`config.mk`:
```
export PLATFORM = sky130hd
export DESIGN_NAME = elec_lock_ctrl
export DESIGN_NICKNAME = d
export VERILOG_FILES = /design/src/rtl/elec_lock_ctrl.sv
export SDC_FILE = /design/constraint.sdc
export NUM_CORES = 1
export LEC_CHECK = 0
export CORE_MARGIN = 1.5
export CORE_UTILIZATION = 25
export CTS_CLUSTER_DIAMETER = 40
export DETAILED_ROUTE_END_ITERATION = 7
export PLACE_DENSITY_LB_ADDON = 0.3
export SYNTH_ARGS = -nofsm -noshare
export SYNTH_HDL_FRONTEND = slang
export SYNTH_SLANG_ARGS = --single-unit
export TNS_END_PERCENT = 30
```
`constraint.sdc`:
```
create_clock -name clk -period 3.1 [get_ports clk]
set_input_delay 0.31 -clock clk [delete_from_list [all_inputs] [get_ports clk]]
set_output_delay 0.31 -clock clk [all_outputs]
set_load 0.02 [all_outputs]
```
`src/rtl/elec_lock_ctrl.sv`:
```
// Keypad password controller for the electronic lock.
// Collects four BCD digits, checks them and times the open/error/lockout dwell.
module elec_lock_ctrl #(
  parameter logic [15:0] PASSWORD = 16'h1234,
  parameter int unsigned OPEN_CYC = 250_000_000,
  parameter int unsigned ERR_CYC  = 50_000_000,
  parameter int unsigned LOCK_CYC = 500_000_000,
  parameter int unsigned MAX_FAIL = 3
) (
  input  logic       clk,
  input  logic       rst_n,
  input  logic       key_valid,
  input  logic [3:0] key_code,
  output logic [1:0] lock_state,
  output logic [2:0] digit_cnt,
  output logic [2:0] fail_cnt,
  output logic       unlock_pulse
);

  localparam int unsigned MAX_AB =
    (OPEN_CYC > ERR_CYC) ? OPEN_CYC : ERR_CYC;
  localparam int unsigned MAX_C =
    (MAX_AB > LOCK_CYC) ? MAX_AB : LOCK_CYC;
  localparam int TW = $clog2(MAX_C + 1);

  localparam logic [TW-1:0] OPEN_LD = TW'(OPEN_CYC - 1);
  localparam logic [TW-1:0] ERR_LD  = TW'(ERR_CYC - 1);
  localparam logic [TW-1:0] LOCK_LD = TW'(LOCK_CYC - 1);
  localparam logic [2:0]    FAIL_MAX = 3'(MAX_FAIL);

  typedef enum logic [1:0] {
    S_IDLE,
    S_OPEN,
    S_ERR,
    S_LOCK
  } state_t;

  state_t          state_q, state_d;
  logic [15:0]     buf_q, buf_d;
  logic [2:0]      dcnt_q, dcnt_d;
  logic            ovf_q, ovf_d;
  logic [2:0]      fcnt_q, fcnt_d;
  logic [TW-1:0]   tmr_q, tmr_d;
  logic [1:0]      ls_q, ls_d;
  logic            pulse_q, pulse_d;

  logic            key_dig;
  logic            key_clr;
  logic            key_ent;
  logic            tmr_zero;
  logic [2:0]      fcnt_inc;

  assign key_dig  = key_valid && (key_code <= 4'd9);
  assign key_clr  = key_valid && (key_code == 4'hA);
  assign key_ent  = key_valid && (key_code == 4'hB);
  assign tmr_zero = (tmr_q == '0);
  assign fcnt_inc = fcnt_q + 3'd1;

  always_comb begin
    state_d = state_q;
    buf_d   = buf_q;
    dcnt_d  = dcnt_q;
    ovf_d   = ovf_q;
    fcnt_d  = fcnt_q;
    tmr_d   = tmr_q - TW'(1);
    pulse_d = 1'b0;
    ls_d    = 2'd0;

    unique case (state_q)
      S_IDLE: begin
        unique case (1'b1)
          key_dig: begin
            if (dcnt_q < 3'd4) begin
              buf_d  = {buf_q[11:0], key_code};
              dcnt_d = dcnt_q + 3'd1;
            end else begin
              ovf_d = 1'b1;
            end
          end
          key_clr: begin
            buf_d  = '0;
            dcnt_d = '0;
            ovf_d  = 1'b0;
          end
          key_ent: begin
            buf_d  = '0;
            dcnt_d = '0;
            ovf_d  = 1'b0;
            if (dcnt_q == 3'd4 && !ovf_q && buf_q == PASSWORD) begin
              state_d = S_OPEN;
              tmr_d   = OPEN_LD;
              fcnt_d  = '0;
              pulse_d = 1'b1;
            end else if (fcnt_inc == FAIL_MAX) begin
              state_d = S_LOCK;
              tmr_d   = LOCK_LD;
              fcnt_d  = fcnt_inc;
            end else begin
              state_d = S_ERR;
              tmr_d   = ERR_LD;
              fcnt_d  = fcnt_inc;
            end
          end
          default: ;
        endcase
      end
      S_OPEN: begin
        if (key_clr || tmr_zero) state_d = S_IDLE;
      end
      S_ERR: begin
        if (tmr_zero) state_d = S_IDLE;
      end
      S_LOCK: begin
        if (tmr_zero) begin
          state_d = S_IDLE;
          fcnt_d  = '0;
        end
      end
      default: state_d = S_IDLE;
    endcase

    unique case (state_d)
      S_OPEN:  ls_d = 2'd1;
      S_ERR:   ls_d = 2'd2;
      S_LOCK:  ls_d = 2'd2;
      default: ls_d = 2'd0;
    endcase
  end

  always_ff @(posedge clk) begin
    if (!rst_n) begin
      state_q <= S_IDLE;
      buf_q   <= '0;
      dcnt_q  <= '0;
      ovf_q   <= 1'b0;
      fcnt_q  <= '0;
      tmr_q   <= '0;
      ls_q    <= 2'd0;
      pulse_q <= 1'b0;
    end else begin
      state_q <= state_d;
      buf_q   <= buf_d;
      dcnt_q  <= dcnt_d;
      ovf_q   <= ovf_d;
      fcnt_q  <= fcnt_d;
      tmr_q   <= tmr_d;
      ls_q    <= ls_d;
      pulse_q <= pulse_d;
    end
  end

  assign lock_state   = ls_q;
  assign digit_cnt    = dcnt_q;
  assign fail_cnt     = fcnt_q;
  assign unlock_pulse = pulse_q;

endmodule

```
* Yosys cells after proc, flatten, opt, wreduce, memory -nomap -nowiden
Cells that the tools add are included.
** Word-level totals
- Memories kept :: 0
- Bits of input ports :: 7
- Memory bits (read-only) :: 0
- Word-level logic and storage cells :: 68
- Flip-flop bits (word level) :: 57
- Output and inout port bits :: 9
- Bits in writable memories :: 0
- Bits in latches :: 0
** Operators by class
- $mul :: 0
- Mux-type cells :: 22
- Shifts and indexed selects :: 0
- Eq/ne operators :: 15
- Div/mod/pow operators :: 0
- Magnitude comparators :: 2
- Reduce and logical (&&, ||, !) cells :: 18
- Add/sub/neg operators :: 3
- Bitwise logic cells :: 0
** Operators with widths (number)
- two-way mux 29 bit :: 4
- one-hot mux 16 bit (2 select lines) :: 1
- zero test 29 bit :: 1
- subtractor 29 x 1 -> 29 bit (second input constant) :: 1
- == test 16 x 13 -> 1 bit (second input constant) :: 1
- two-way mux 16 bit :: 1
- two-way mux 3 bit :: 4
- one-hot mux 3 bit (2 select lines) :: 2
- AND reduction 3 bit :: 4
- == test 2 bit (second input constant) :: 4
- == test 4 bit (second input constant) :: 2
- two-way mux 2 bit :: 4
- adder 3 x 1 -> 3 bit (second input constant) :: 2
- != test 2 bit (second input constant) :: 3
- one-hot mux 2 bit (3 select lines) :: 1
- OR reduction 2 bit :: 3
- logical AND 1 bit :: 5
- == test 2 x 1 -> 1 bit (second input constant) :: 2
- less-or-equal comparator 4 bit (second input constant) :: 1
- one-hot mux 2 bit (2 select lines) :: 1
- nonzero test 2 bit :: 2
- == test 3 x 2 -> 1 bit (second input constant) :: 1
- == test 3 bit (second input constant) :: 1
- less-than comparator 3 bit (second input constant) :: 1
- other kinds (6) :: 8

* Longest topological paths before layout
- Depth in word-level cells :: 9
- Depth in mapped cells :: 8
- Depth with buffers taken out :: 7

* Least setup slack after synthesis
No wires, ideal clock.
- Path type :: register to register
- Start :: register tmr_q[15]
- End :: register ls_q[1], in the netlist lock_state[1]
- Library setup time :: 0.115 ns
- Setup slack :: 0.971 ns
- Data arrival time :: 2.014 ns
- Required time :: 2.985 ns
- Path buffers :: 1
- Period minus slack after synthesis :: 2.129 ns
- Stages on the path, launching flop included :: 7
- Path through :: dfxtp_1 > or3_4 > or4_1 > buf_2 > or3_1 > a22o_1 > and2_1
** On the way
- Cells in the longest elaborated chain, start to end :: 7
- Elaborated cells between the ends (all ways) :: 10
- Those cells by class :: eq/ne: 3; mux: 4; reduce/logical: 3
** RTL lines
- from (decl) :: line 43 : logic [TW-1:0] tmr_q, tmr_d;
- from (signal assigned) :: line 146 : tmr_q <= tmr_d;
- zero test 29 bit * :: line 56 : assign tmr_zero = (tmr_q == '0);
- logical OR 1 bit :: line 108 : if (key_clr || tmr_zero) state_d = S_IDLE;
- two-way mux 2 bit :: line 108
- one-hot mux 2 bit (3 select lines) * :: line 69 : unique case (state_q)
- == test 2 bit :: line 122 : unique case (state_d)
- OR reduction 2 bit (no line)
- one-hot mux 2 bit (2 select lines) * :: line 122
- to (signal assigned) :: line 147 : ls_q <= ls_d;
- to (decl) :: line 44 : logic [1:0] ls_q, ls_d;
Every way passes the cells marked *; elsewhere a longest branch is shown, timed or not.
A chain may end at the register's enable or synchronous reset.

* Final worst setup path
- Start :: register tmr_q[15]
- End :: register state_q[1]
** On the way
- Cells in the longest elaborated chain, start to end :: 4
- Elaborated cells between the ends (all ways) :: 5
- Those cells by class :: mux: 3; reduce/logical: 2
** RTL lines
- zero test 29 bit * :: line 56
- logical OR 1 bit :: line 108
- two-way mux 2 bit :: line 108
- one-hot mux 2 bit (3 select lines) * :: line 69
- to (signal assigned) :: line 141 : state_q <= state_d;
- to (decl) :: line 38 : state_t state_q, state_d;
Marks and branches as above.

==> flow_summary.toml <==
[status]
status = "finished, final reports clean"

[clock_network]
post_cts_buffers = 0
post_cts_resized = 0
cts_hold_buf = 0
htree_levels = 3
cts_buffers = 9
cts.root.buffer_cell = "clkbuf_8"
clkLatencyLatePin_ns = 0.33
cts_tree = "built"
cts_buffer_depth = 2
clkSinkCount = 57
clkTransAtPathRegs_ns = 0.07

[synth]
synth_area_leaders = "dfxtp_1 46%, xnor2_1 7.1%, mux2i_1 6.9%, nor2_1 5.1%, o21ai_1 3.2%"
syn_area_sq_um = 2480
seq_area_frac_synth = 0.459
synth_edf_count = 0
synthArstFlopShare = 0
yosys.area.top_type = "dfxtp_1"
synth_nets = 283
yosysMostFrequentCell = "dfxtp_1"
yosys_warnings = 0
yosysUniqueCellTypes = 37
yosysTopAreaCellShare = 0.459
syn_inst = 270
syn_avg_cell_area_sq_um = 9.20
ys.flop_type = "dfxtp_1"
synthTopCellsByCount = "57 x dfxtp_1, 34 x nor2_1, 20 x xnor2_1"
ys_ff_latch = 57

[layout]
instances_no_fill = 431
final_util = 0.312
antennaDiodeCount = 0
areaGrowthSynthToFinish_pct = 21.6
fin_area_sq_um = 3020
layout.nets = 306
layout-drive-gt1-share = 0.0738

[critical_path]
worst_r2r_endpoint = "state_q[1]$_SDFF_PN0_"
crit_path_top_delay_cell = "or4_1"
rr_worst_depth = 5
reg2reg_slack_ns = 0.78
worstPathArrival_ns = 2.55
cpPeakStageDelay_ns = 0.58
path_class = "flip-flop to flip-flop"
cp-end-kind = "flip-flop"
worstPathRequired_ns = 3.33
rr_startpoint = "tmr_q[15]$_SDFF_PN0_"
startpoint_type = "flip-flop"
critPathMaxFanout = 9
crit_chain = "or3_4 > or4_1 > or3_1 > a22o_1 > and2_1"

[hold_path]
hold_start = "ovf_q$_SDFFE_PN0P_"
hold_path_depth = 2
hold-path-endpoint = "ovf_q$_SDFFE_PN0P_"
worstHoldPathType = "flip-flop to flip-flop"

[die]
start_util = 0.256
die_y_microns = 103
die_area_sq_um = 10500
ios = 16
fp.dieW_microns = 103
coreArea_sq_um = 9680
num_rows = 36

[place]
place_congestion = 0.770
portBuffers = 15
placedCellCount = 415
hpwl_mm = 3.82
dpl_cell_area_sq_um = 2810

[power_and_ir_drop]
clock_power_share = 0.317
swShare = 0.318
switching_power_mw = 0.743
internal-power_mw = 1.59
p_seq_frac = 0.414
combPwrFrac = 0.269
ir_drop_v = 0.000211
power_density_nw_per_um2 = 773
p_leak_nw = 1.16
power_mw = 2.33

[sta]
min_period_ns = 2.32
fmax_mhz = 431
finalCritPeriodShare = 0.748
finalSetupViolations = 0
tns_ns = 0
skew_ns = 0.00654
hold_viol = 0
worst_pin_slew_ns = 0.672
finalMaxSlewViolations = 0
slew_headroom = 0.548
rsz0062_at_grt = "false"

[routing]
drtAntennaViolNets = 0
drtIter0Drc = 77
wl_met3_microns = 184
route.vias.total = 1960
vias_per_cell = 4.55
wire_per_inst_microns = 12.6
topRoutingLayerUsed = "met4"
drt-total-wl_mm = 5.44
drc = 0
firstDrtPassIters = 4
wl_met2_mm = 2.50
wl_met1_mm = 2.71

[global_routing]
gr-usage-all-layers = 0.115
overflow = 0
grt_pass1_wl_mm = 9.39
grt_pass1_vias = 1923
grt_max_degree = 20
antenna_found_initial = 0

[run]
cap_violations = 0
how the worst max path moves through the flow:
stage	startpoint	to	slack (ns)	depth (start not counted)
final	tmr_q[15]$_SDFF_PN0_	state_q[1]$_SDFF_PN0_	0.78	5
after global routing	tmr_q[15]$_SDFF_PN0_	lock_state[1]$_SDFF_PN0_	0.66	5
after CTS	tmr_q[15]$_SDFF_PN0_	lock_state[1]$_SDFF_PN0_	0.79	5
after detailed placement	tmr_q[15]$_SDFF_PN0_	lock_state[1]$_SDFF_PN0_	0.80	5
after global placement	tmr_q[15]$_SDFF_PN0_	fail_cnt[2]$_SDFFE_PN0P_	0.84	5
after floorplan	tmr_q[15]$_SDFF_PN0_	lock_state[1]$_SDFF_PN0_	0.97	6
state kept, by name, indices dropped and copies added (netlist names):
| signal | flops |
|---|---|
| lock_state | 2 |
| state_q | 2 |
| tmr_q | 29 |
| buf_q | 16 |
| unlock_pulse | 1 |
| fail_cnt | 3 |
| ovf_q | 1 |
| digit_cnt | 3 |
power by group through the flow:
stage	logic, mW	clock network [mW]	registers (mW)
after floorplan	0.511	0	0.955
after global placement	0.616	0	0.975
after detailed placement	0.621	0	0.978
after CTS	0.628	0.765	0.964
after global routing	0.711	0.796	0.983
final	0.627	0.741	0.966
cells in the final DEF (no fill, tap or decap), types with 5 or more instances in the layout:
master,count
nand2b_1,6
nor4_1,8
o21ai_1,16
dfxtp_1,57
nor2_1,34
a21oi_1,15
clkdlybuf4s50_1,15
xnor2_1,20
inv_1,6
buf_4,6
clkbuf_8,9
mux2i_1,17
xor2_1,7
nor3_1,14
nand3_1,5
nand2_1,12
ha_1,6
layout make-up:
type / count / area, sq um
Sequential cell: 57 / 1140
Tap cell: 133 / 166
Timing Repair Buffer: 21 / 195
Clock inverter: 6 / 82.6
Fill cell: 1030 / 6670
Multi-Input combinational cell: 198 / 1280
Inverter: 6 / 22.5
Clock buffer: 10 / 128
metrics by stage:
step           hold WS, ns  setup WS, ns
5_1_grt              0.530         0.664
4_1_cts              0.487         0.786
6_report             0.476         0.780
3_3_place_gp         0.456         0.838
2_1_floorplan        0.438         0.971
3_5_place_dp         0.472         0.795
per-layer routing:
metal,vias to the layer above,track usage
met5,-,0
met4,0,0.0316
met3,7,0.0373
met2,30,0.179
met1,924,0.153
li1,999,-
critical path: cells and delay by family (launching register included):
kind	cells	cell delay, ns
DFF	1	0.34
and+or+nand+nor	4	1.60
AOI/OAI and AO/OA	1	0.27
cell families (layout without fill, tap and decap cells):
kind of cell             Yosys count  after routing  share of synthesized area
adder cells (fa/ha/maj)            6              6                     0.0302
flip-flops                        57             57                      0.459
AND/OR/NAND/NOR                  108            108                      0.232
AO/OA/AOI/OAI                     40             40                     0.0907
multiplexers                      17             17                     0.0685
XOR/XNOR                          27             27                     0.0952
buffers and inverters             15             43                     0.0237
Power figures use the tool's default switching activity.
